`src/rtl/dll_mon_pkg.sv`:
```
// rtl/dll_mon_pkg.sv - shared DLL monitor FSM states and default parameters
package dll_mon_pkg;

  localparam int DEF_CODE_WIDTH = 8;
  localparam int DEF_THRESH     = 2;
  localparam int DEF_SAMPLE_DIV = 64;
  localparam int DEF_FILT_CNT   = 4;

  typedef enum logic [1:0] {
    ST_IDLE  = 2'd0,
    ST_TRACK = 2'd1,
    ST_DIFF  = 2'd2
  } dll_mon_state_e;

endpackage

```
`src/rtl/dll_code_absdiff.sv`:
```
// rtl/dll_code_absdiff.sv - unsigned |a - b| of two delay codes with threshold compare
module dll_code_absdiff
  import dll_mon_pkg::*;
#(
  parameter int CODE_WIDTH = DEF_CODE_WIDTH,
  parameter int THRESH     = DEF_THRESH
) (
  input  logic [CODE_WIDTH-1:0] code_a,
  input  logic [CODE_WIDTH-1:0] code_b,
  output logic [CODE_WIDTH-1:0] diff,
  output logic                  over_thresh
);

  localparam logic [CODE_WIDTH-1:0] THRESH_C = CODE_WIDTH'(THRESH);

  // Subtract the smaller from the larger so the result never wraps.
  always_comb begin
    if (code_a >= code_b) begin
      diff = code_a - code_b;
    end else begin
      diff = code_b - code_a;
    end
    over_thresh = (diff > THRESH_C);
  end

endmodule

```
`src/rtl/dll_dly_diff_det.sv`:
```
// rtl/dll_dly_diff_det.sv - DLL delay-code drift detector: periodic stable sampling,
// deviation filter and sticky drift flag cleared by code_update or loss of lock.
module dll_dly_diff_det
  import dll_mon_pkg::*;
#(
  parameter int CODE_WIDTH = DEF_CODE_WIDTH,
  parameter int THRESH     = DEF_THRESH,
  parameter int SAMPLE_DIV = DEF_SAMPLE_DIV,
  parameter int FILT_CNT   = DEF_FILT_CNT
) (
  input  logic                  SCLK,
  input  logic                  reset_n,
  input  logic                  dll_lock,
  input  logic [CODE_WIDTH-1:0] dll_code,
  input  logic                  code_update,
  output logic                  dll_dly_diff,
  output logic [CODE_WIDTH-1:0] dly_diff_mag
);

  localparam int TW = (SAMPLE_DIV > 1) ? $clog2(SAMPLE_DIV) : 1;
  localparam int FW = (FILT_CNT > 0) ? $clog2(FILT_CNT + 1) : 1;
  localparam logic [TW-1:0] TIMER_LAST = TW'(SAMPLE_DIV - 1);
  localparam logic [FW-1:0] FILT_MAX   = FW'(FILT_CNT);

  dll_mon_state_e        state_q, state_d;
  logic [TW-1:0]         timer_q, timer_d;
  logic [FW-1:0]         filt_q, filt_d;
  logic [CODE_WIDTH-1:0] ref_q, ref_d;
  logic [CODE_WIDTH-1:0] last_q, last_d;
  logic [CODE_WIDTH-1:0] mag_q, mag_d;
  logic [CODE_WIDTH-1:0] prev_code_q;
  logic                  flag_q, flag_d;

  logic [CODE_WIDTH-1:0] diff;
  logic                  over_thresh;
  logic                  sample_pt;
  logic                  upd_take;

  dll_code_absdiff #(
    .CODE_WIDTH (CODE_WIDTH),
    .THRESH     (THRESH)
  ) u_absdiff (
    .code_a      (dll_code),
    .code_b      (ref_q),
    .diff        (diff),
    .over_thresh (over_thresh)
  );

  // A sample is only trusted if the code held still across the last two cycles.
  assign sample_pt = (timer_q == TIMER_LAST) && (dll_code == prev_code_q);
  assign upd_take  = code_update && (state_q != ST_IDLE);

  always_comb begin
    state_d = state_q;
    timer_d = timer_q;
    filt_d  = filt_q;
    ref_d   = ref_q;
    last_d  = last_q;
    mag_d   = mag_q;
    flag_d  = flag_q;

    if (!dll_lock) begin
      state_d = ST_IDLE;
      timer_d = '0;
      filt_d  = '0;
      flag_d  = 1'b0;
    end else begin
      timer_d = (timer_q == TIMER_LAST) ? '0 : timer_q + 1'b1;

      if (upd_take) begin
        state_d = ST_TRACK;
        ref_d   = last_q;
        filt_d  = '0;
        flag_d  = 1'b0;
      end else if (sample_pt) begin
        last_d = dll_code;
        case (state_q)
          ST_IDLE: begin
            ref_d   = dll_code;
            mag_d   = '0;
            filt_d  = '0;
            state_d = ST_TRACK;
          end
          ST_TRACK: begin
            mag_d = diff;
            if (over_thresh) begin
              filt_d = filt_q + 1'b1;
              if (filt_d == FILT_MAX) begin
                state_d = ST_DIFF;
                flag_d  = 1'b1;
              end
            end else begin
              filt_d = '0;
            end
          end
          ST_DIFF: begin
            mag_d = diff;
            if (!over_thresh) begin
              filt_d = '0;
            end else if (filt_q != FILT_MAX) begin
              filt_d = filt_q + 1'b1;
            end
          end
          default: begin
            state_d = ST_IDLE;
            flag_d  = 1'b0;
          end
        endcase
      end
    end
  end

  always_ff @(posedge SCLK or negedge reset_n) begin
    if (!reset_n) begin
      state_q     <= ST_IDLE;
      timer_q     <= '0;
      filt_q      <= '0;
      ref_q       <= '0;
      last_q      <= '0;
      mag_q       <= '0;
      prev_code_q <= '0;
      flag_q      <= 1'b0;
    end else begin
      state_q     <= state_d;
      timer_q     <= timer_d;
      filt_q      <= filt_d;
      ref_q       <= ref_d;
      last_q      <= last_d;
      mag_q       <= mag_d;
      prev_code_q <= dll_code;
      flag_q      <= flag_d;
    end
  end

  assign dll_dly_diff = flag_q;
  assign dly_diff_mag = mag_q;

endmodule
```
`config.mk`:
```
export PLATFORM = sky130hd
export DESIGN_NAME = dll_dly_diff_det
export DESIGN_NICKNAME = d
export VERILOG_FILES = /design/src/rtl/dll_mon_pkg.sv /design/src/rtl/dll_code_absdiff.sv /design/src/rtl/dll_dly_diff_det.sv
export SDC_FILE = /design/constraint.sdc
export NUM_CORES = 1
export LEC_CHECK = 0
export CAP_MARGIN = 20
export CELL_PAD_IN_SITES_DETAIL_PLACEMENT = 1
export CELL_PAD_IN_SITES_GLOBAL_PLACEMENT = 2
export CORE_ASPECT_RATIO = 1.75
export CORE_UTILIZATION = 37
export DETAILED_ROUTE_END_ITERATION = 8
export GPL_ROUTABILITY_DRIVEN = 0
export GPL_TIMING_DRIVEN = 0
export PLACE_DENSITY = 0.88
export SETUP_SLACK_MARGIN = 0.3
export SKIP_LAST_GASP = 1
export SYNTH_ARGS = -nofsm -noshare
export SYNTH_HDL_FRONTEND = slang
export SYNTH_SLANG_ARGS = --single-unit
export TNS_END_PERCENT = 30
```
`constraint.sdc`:
```
create_clock -name SCLK -period 3.1 [get_ports SCLK]
set_input_delay 0.31 -clock SCLK [delete_from_list [all_inputs] [get_ports SCLK]]
set_output_delay 0.31 -clock SCLK [all_outputs]
set_load 0.01 [all_outputs]
```
Word level (Yosys, flattened, before mapping)
Cells that the tools add are included.
{ "totals": {"reg_bits": 44, "input_bits": 12, "output_inout_bits": 9} }
{ "op_classes": {"addsub": 4, "magnitude_cmp": 2, "n_eq_ne": 13, "n_mux": 26, "bitwise": 1, "reduce_logical": 15} }
{ "ops": {"columns": ["op", "n"], "rows": [
  ["8-bit 2-to-1 mux", 4],
  ["3-bit 2-to-1 mux", 6],
  ["8-bit case mux with 2 select lines", 1],
  ["8-bit subtractor", 2],
  ["6-bit 2-to-1 mux", 2],
  ["4-bit AND reduction", 3],
  ["2-bit 2-to-1 mux", 5],
  ["3-bit case mux with 3 select lines", 1],
  ["3-bit AND reduction", 3],
  ["8-bit == test", 1],
  ["8-bit >= comparator", 1],
  ["8-bit by 2-bit > comparator with 1-bit output, second input constant", 1],
  ["4-bit != test, second input constant", 2],
  ["2-bit nonzero test", 4],
  ["6-bit by 1-bit adder with 6-bit output, second input constant", 1],
  ["6-bit == test, second input constant", 1],
  ["3-bit != test, second input constant", 2],
  ["2-bit case mux with 3 select lines", 1],
  ["1-bit 2-to-1 mux", 5],
  ["5-bit by 1-bit != test with 1-bit output, second input constant", 1],
  ["5-bit != test, second input constant", 1],
  ["2-bit OR reduction", 2],
  ["3-bit by 1-bit adder with 3-bit output, second input constant", 1],
  ["3-bit == test, second input constant", 1],
  ["8 further kinds", 9]
]} }

Logic depth before layout (Yosys ltp)
{ "depth": {"word_depth": 8, "mapped_depth": 13} }

Hierarchy
A second synthesis with hierarchy kept.
{ "unflattened": {"cells_unflattened": 282, "area_unflattened_um2": 2782.7} }
{ "by_module_without_submodules": {"columns": ["mod", "instances", "cells_per_inst", "area_each_um2", "seq_area_each_um2"], "rows": [
  ["dll_dly_diff_det", 1, 179, 2003.2, 1101.1],
  ["dll_code_absdiff", 1, 103, 779.5, 0.0]
]} }

Worst setup path before layout
OpenSTA, ideal clock, no wires.
{ "synth_path": {"path_kind": "in2reg", "start": "input dll_code[0]", "end": "register state_q[0]", "setup_ns": 0.124, "arrival_ns": 2.498, "t_required_ns": 2.976, "setup_slack_ns": 0.478, "path_stages": 13, "n_path_buf": 0, "path_cell_list": "inv_1 > ha_1 > inv_1 > fa_1 > nand3_1 > a31oi_2 > o2111a_1 > a2111oi_2 > a311oi_2 > nand4_2 > a21boi_2 > o21a_1 > o31a_1"} }
{ "synth_between": {"elab_chain_cells": 5, "word_cells_on_any_way": 10, "classes_between": "add/sub (2); order compare (2); eq/ne (3); mux (1); reduce/logical (2)"} }
{ "synth_lines": {"columns": ["element", "line_no", "rtl"], "rows": [
  ["start, declared", "dll_dly_diff_det.sv:14", "input logic [CODE_WIDTH-1:0] dll_code,"],
  ["8-bit subtractor (tied with other cells)", "dll_code_absdiff.sv:21", "diff = code_b - code_a;"],
  ["8-bit 2-to-1 mux", "dll_code_absdiff.sv:18", "if (code_a >= code_b) begin"],
  ["8-bit by 2-bit > comparator with 1-bit output", "dll_code_absdiff.sv:23", "over_thresh = (diff > THRESH_C);"],
  ["4-bit != test (no line)", null, null],
  ["4-bit AND reduction (no line) (*)", null, null],
  ["end signal, assigned", "dll_dly_diff_det.sv:124", "state_q <= state_d;"],
  ["end, declared", "dll_dly_diff_det.sv:25", "dll_mon_state_e state_q, state_d;"]
]} }
Every way passes the cells marked *; elsewhere a longest branch is shown, timed or not.
A chain may end at the register's enable or synchronous reset.

Final worst setup path
{ "layout_path": {"start": "register ref_q[0]", "end": "register state_q[0]"} }
{ "layout_between": {"elab_chain_cells": 5, "word_cells_on_any_way": 7, "classes_between": "add/sub (2); order compare (2); eq/ne (1); mux (1); reduce/logical (1)"} }
{ "layout_lines": {"columns": ["element", "line_no", "rtl"], "rows": [
  ["start, declared", "dll_dly_diff_det.sv:28", "logic [CODE_WIDTH-1:0] ref_q, ref_d;"],
  ["start signal, assigned", "dll_dly_diff_det.sv:127", "ref_q <= ref_d;"],
  ["8-bit subtractor (tied with other cells)", "dll_code_absdiff.sv:21", null],
  ["8-bit 2-to-1 mux (*)", "dll_code_absdiff.sv:18", null],
  ["8-bit by 2-bit > comparator with 1-bit output (*)", "dll_code_absdiff.sv:23", null],
  ["4-bit != test (no line) (*)", null, null],
  ["4-bit AND reduction (no line) (*)", null, null]
]} }
Marks and branches as above.

==> summary.txt <==
Clock tree
  – H-tree depth: 2
  – Cts bufs inserted: 5
  – TritonCTS clock tree: yes
  – Root Driver: clkbuf_16
  – Worst-path clk slew: 0.07 ns
  – Worst skew pair latency: 0.30 ns
  – Worst-case clock buffer depth: 2
  – Clk sink count: 44

Yosys
  – Largest family of logic cells by synthesized area: compound AO/OA/AOI/OAI gates
  – Compound-gate portion of the synthesized area: 18.42%
  – Average size of a mapped cell: 9.484 sq um
  – Mapped cell area: 2779 sq um
  – Post-Syn Instances: 293
  – Ys Warns: 0
  – Proportion of synthesized chip area in sequential cells: 39.62%
  – Syn_nets: 331
  – Top cells by area, synth: dfrtp_1, ha_1, a21oi_1
  – Simple-gate share of the synthesized area: 16.75%
  – Post-synthesis mux area share: 2.566%
  – Ys async rst share: 100.0%
  – Post-Synth Adder-Cell Area: 12.25%
  – Area leader, netlist: dfrtp_1
  – Post-synth top area share: 39.62%
  – Most used DFF post-synth: dfrtp_1
  – Yosys cell types: 54
  – Synth Area in XOR/XNOR: 5.358%
  – Top cells by count, synth: dfrtp_1, a21oi_1, nand2_1
  – Yosys reg bits: 44
  – EDFF count, synth: 0
  – Count leader, synth: dfrtp_1

Global routing
  – Vias in the first global route: 2543
  – First-pass GRT wire length: 12800 microns
  – Largest net degree at the start of global routing: 29
  – GR Util All Layers: 22.45%
  – Gr ovfl total: 0
  – Initial antenna violation count: 0

Finish
  – Final Non-Filler Cells: 423
  – Design Area, Final: 3561 sq um
  – Diode count: 0
  – NumNets Final: 374
  – Fin util: 49.23%
  – Filler cells: 816
  – Area growth, synth to finish: 28.14%
  – Fraction of layout cells with a size suffix above 1: 20.47%

Critical path
  – Required time of the critical path: 3.29 ns
  – CP Launch Type: register
  – CP Class: reg2reg
  – Crit end category: register
  – CP arrival: 3.01 ns
  – CP Max Fanout: 5

STA
  – Final min period: 2.830 ns
  – Fin crit share: 91.29%
  – Slew Viols, Final: 0
  – Slew @ Worst Pin: 0.5035 ns
  – Final hold viol count: 0
  – Fmax: 0.3534 GHz
  – Relative slew slack: 66.44%
  – Unrepaired setup endpoints after global routing: yes
  – Skew final: 0.007672 ns
  – Final setup TNS: 0 ns
  – Endpoints failing setup: 0

Floorplanning
  – Initial Util: 38.42%
  – Row cnt: 41
  – Die Width: 67.51 microns
  – Top Ports: 21
  – Die ar.: 7875 sq um
  – Core ar.: 7233 sq um
  – Die height: 116.6 microns

Pwr
  – Pwr Total: 2067 uW
  – Power Dens Cells: 580.4 nW/um^2
  – Peak VDD IR: 0.0005201 V
  – Lkg Pwr: 0.001564 uW

Placement
  – Post-Place Cell Area: 3102 sq um
  – I/O Buffers: 20
  – Placed cells: 400
  – Dpl hpwl: 5493 microns

Detailed routing
  – Antenna-violating nets left: 0
  – Routed wl met2: 4292 microns
  – DRT Pass-1 Iters: 4
  – DRC errors left: 0
  – Final wirelength: 7679 microns
  – Iteration-0 DRC count of the detailed router: 78
  – Routed WL per cell: 18.15 microns
  – Met3 WL: 158 microns
  – Mean number of vias per cell: 5.440
  – Metal-1 WL: 2756 microns
  – Top Layer Used: met4
  – Via count: 2301

Flow run
  – Max Cap Violations: 0

Hold path
  – Hold WC Path Type: in2reg

Run status
  – Status: finished, final reports clean
-- layout by cell type (no fill, tap or decap), types with 7 or more instances in the layout --
master and n:
a21oi_1 24, buf_4 13, clkdlybuf4s50_1 11, dfrtp_1 44
ha_1 19, inv_1 22, nand2_1 25, nand4_1 7
nor2_1 24, nor2b_1 8, o21ai_0 15, xnor2_1 13
-- kinds of logic (layout without fill, tap and decap cells) --
group                    count (synthesis)  after routing
flip-flops                              44             44
buffers and inverters                   33             77
adder cells (fa/ha/maj)                 26             26
AND/OR/NAND/NOR                         93             93
AO/OA/AOI/OAI                           73             73
multiplexers                             7              7
XOR/XNOR                                17             17
-- layout make-up --
| type | count | area [sq um] | area share, % |
|---|---|---|---|
| clock buffers | 7 | 152.6 | 4.287 |
| repair buffers | 36 | 345.3 | 9.698 |
| inverters | 24 | 90.09 | 2.530 |
| flip-flops and latches | 44 | 1101 | 30.92 |
| plain buffers | 9 | 57.56 | 1.616 |
| well taps | 86 | 107.6 | 3.022 |
| multi-input cells | 216 | 1677 | 47.08 |
| clock inverters | 1 | 30.03 | 0.8433 |
-- where the power goes --
part	leakage [uW]	internal (uW)	switching, uW
clock	0.0000901	425	232
sequential	0.000580	605	29.5
combinational	0.000894	366	410
-- worst paths after layout --
| check | from | endpoint | slack, ns | depth (start not counted) |
|---|---|---|---|---|
| setup / recovery | ref_q[0]$_DFFE_PN0P_ | state_q[0]$_DFFE_PN0P_ | 0.27 | 12 |
| hold / removal | dll_code[2] | prev_code_q[2]$_DFF_PN0_ | 0.29 | 1 |
| setup reg to reg | ref_q[0]$_DFFE_PN0P_ | state_q[0]$_DFFE_PN0P_ | 0.27 | 12 |
| hold reg to reg | timer_q[0]$_DFF_PN0_ | timer_q[0]$_DFF_PN0_ | 0.47 | 1 |
| max in group asynchronous | reset_n | timer_q[5]$_DFF_PN0_ | 2.11 | 3 |
| min in group asynchronous | reset_n | dly_diff_mag[1]$_DFFE_PN0P_ | 0.49 | 2 |
-- routing by layer --
metal,track usage (%),vias to the layer above
met3,4.199,32
met4,15.04,0
met1,22.24,1125
met2,40.59,44
met5,0,-
li1,-,1100
-- per-stage QoR --
step | worst slack, ns | hold slack, ns
after global routing | 0.1483 | 0.2848
after floorplan | 0.4778 | 0.01441
after global placement | -0.5118 | 0.4481
after CTS | 0.3014 | 0.2832
final | 0.2701 | 0.2853
after detailed placement | -0.6026 | 0.2849
-- critical path, stage by stage, from the launching register on --
cell	delay [ns]
dfrtp_1	0.39
ha_1	0.20
inv_1	0.08
fa_2	0.24
nand3_2	0.14
a31oi_4	0.36
o2111a_1	0.27
a2111oi_4	0.06
a311oi_2	0.28
nand4_2	0.18
a21boi_2	0.19
nor3b_1	0.07
o31a_1	0.24
-- timing repair --
item	CTS	global route
hold endpoints to repair	16	0
buffers inserted	14	0
pin swaps	13	4
gates resized for setup	41	3
hold buffers	1	0
endpoints found under the setup margin	6	13
-- state kept, by name (all words and copies together) (netlist names) --
register / count
ref_q: 8
last_q: 8
dly_diff_mag: 8
state_q: 2
filt_q: 3
dll_dly_diff: 1
timer_q: 6
prev_code_q: 8
(Power assumes the default switching activity.)
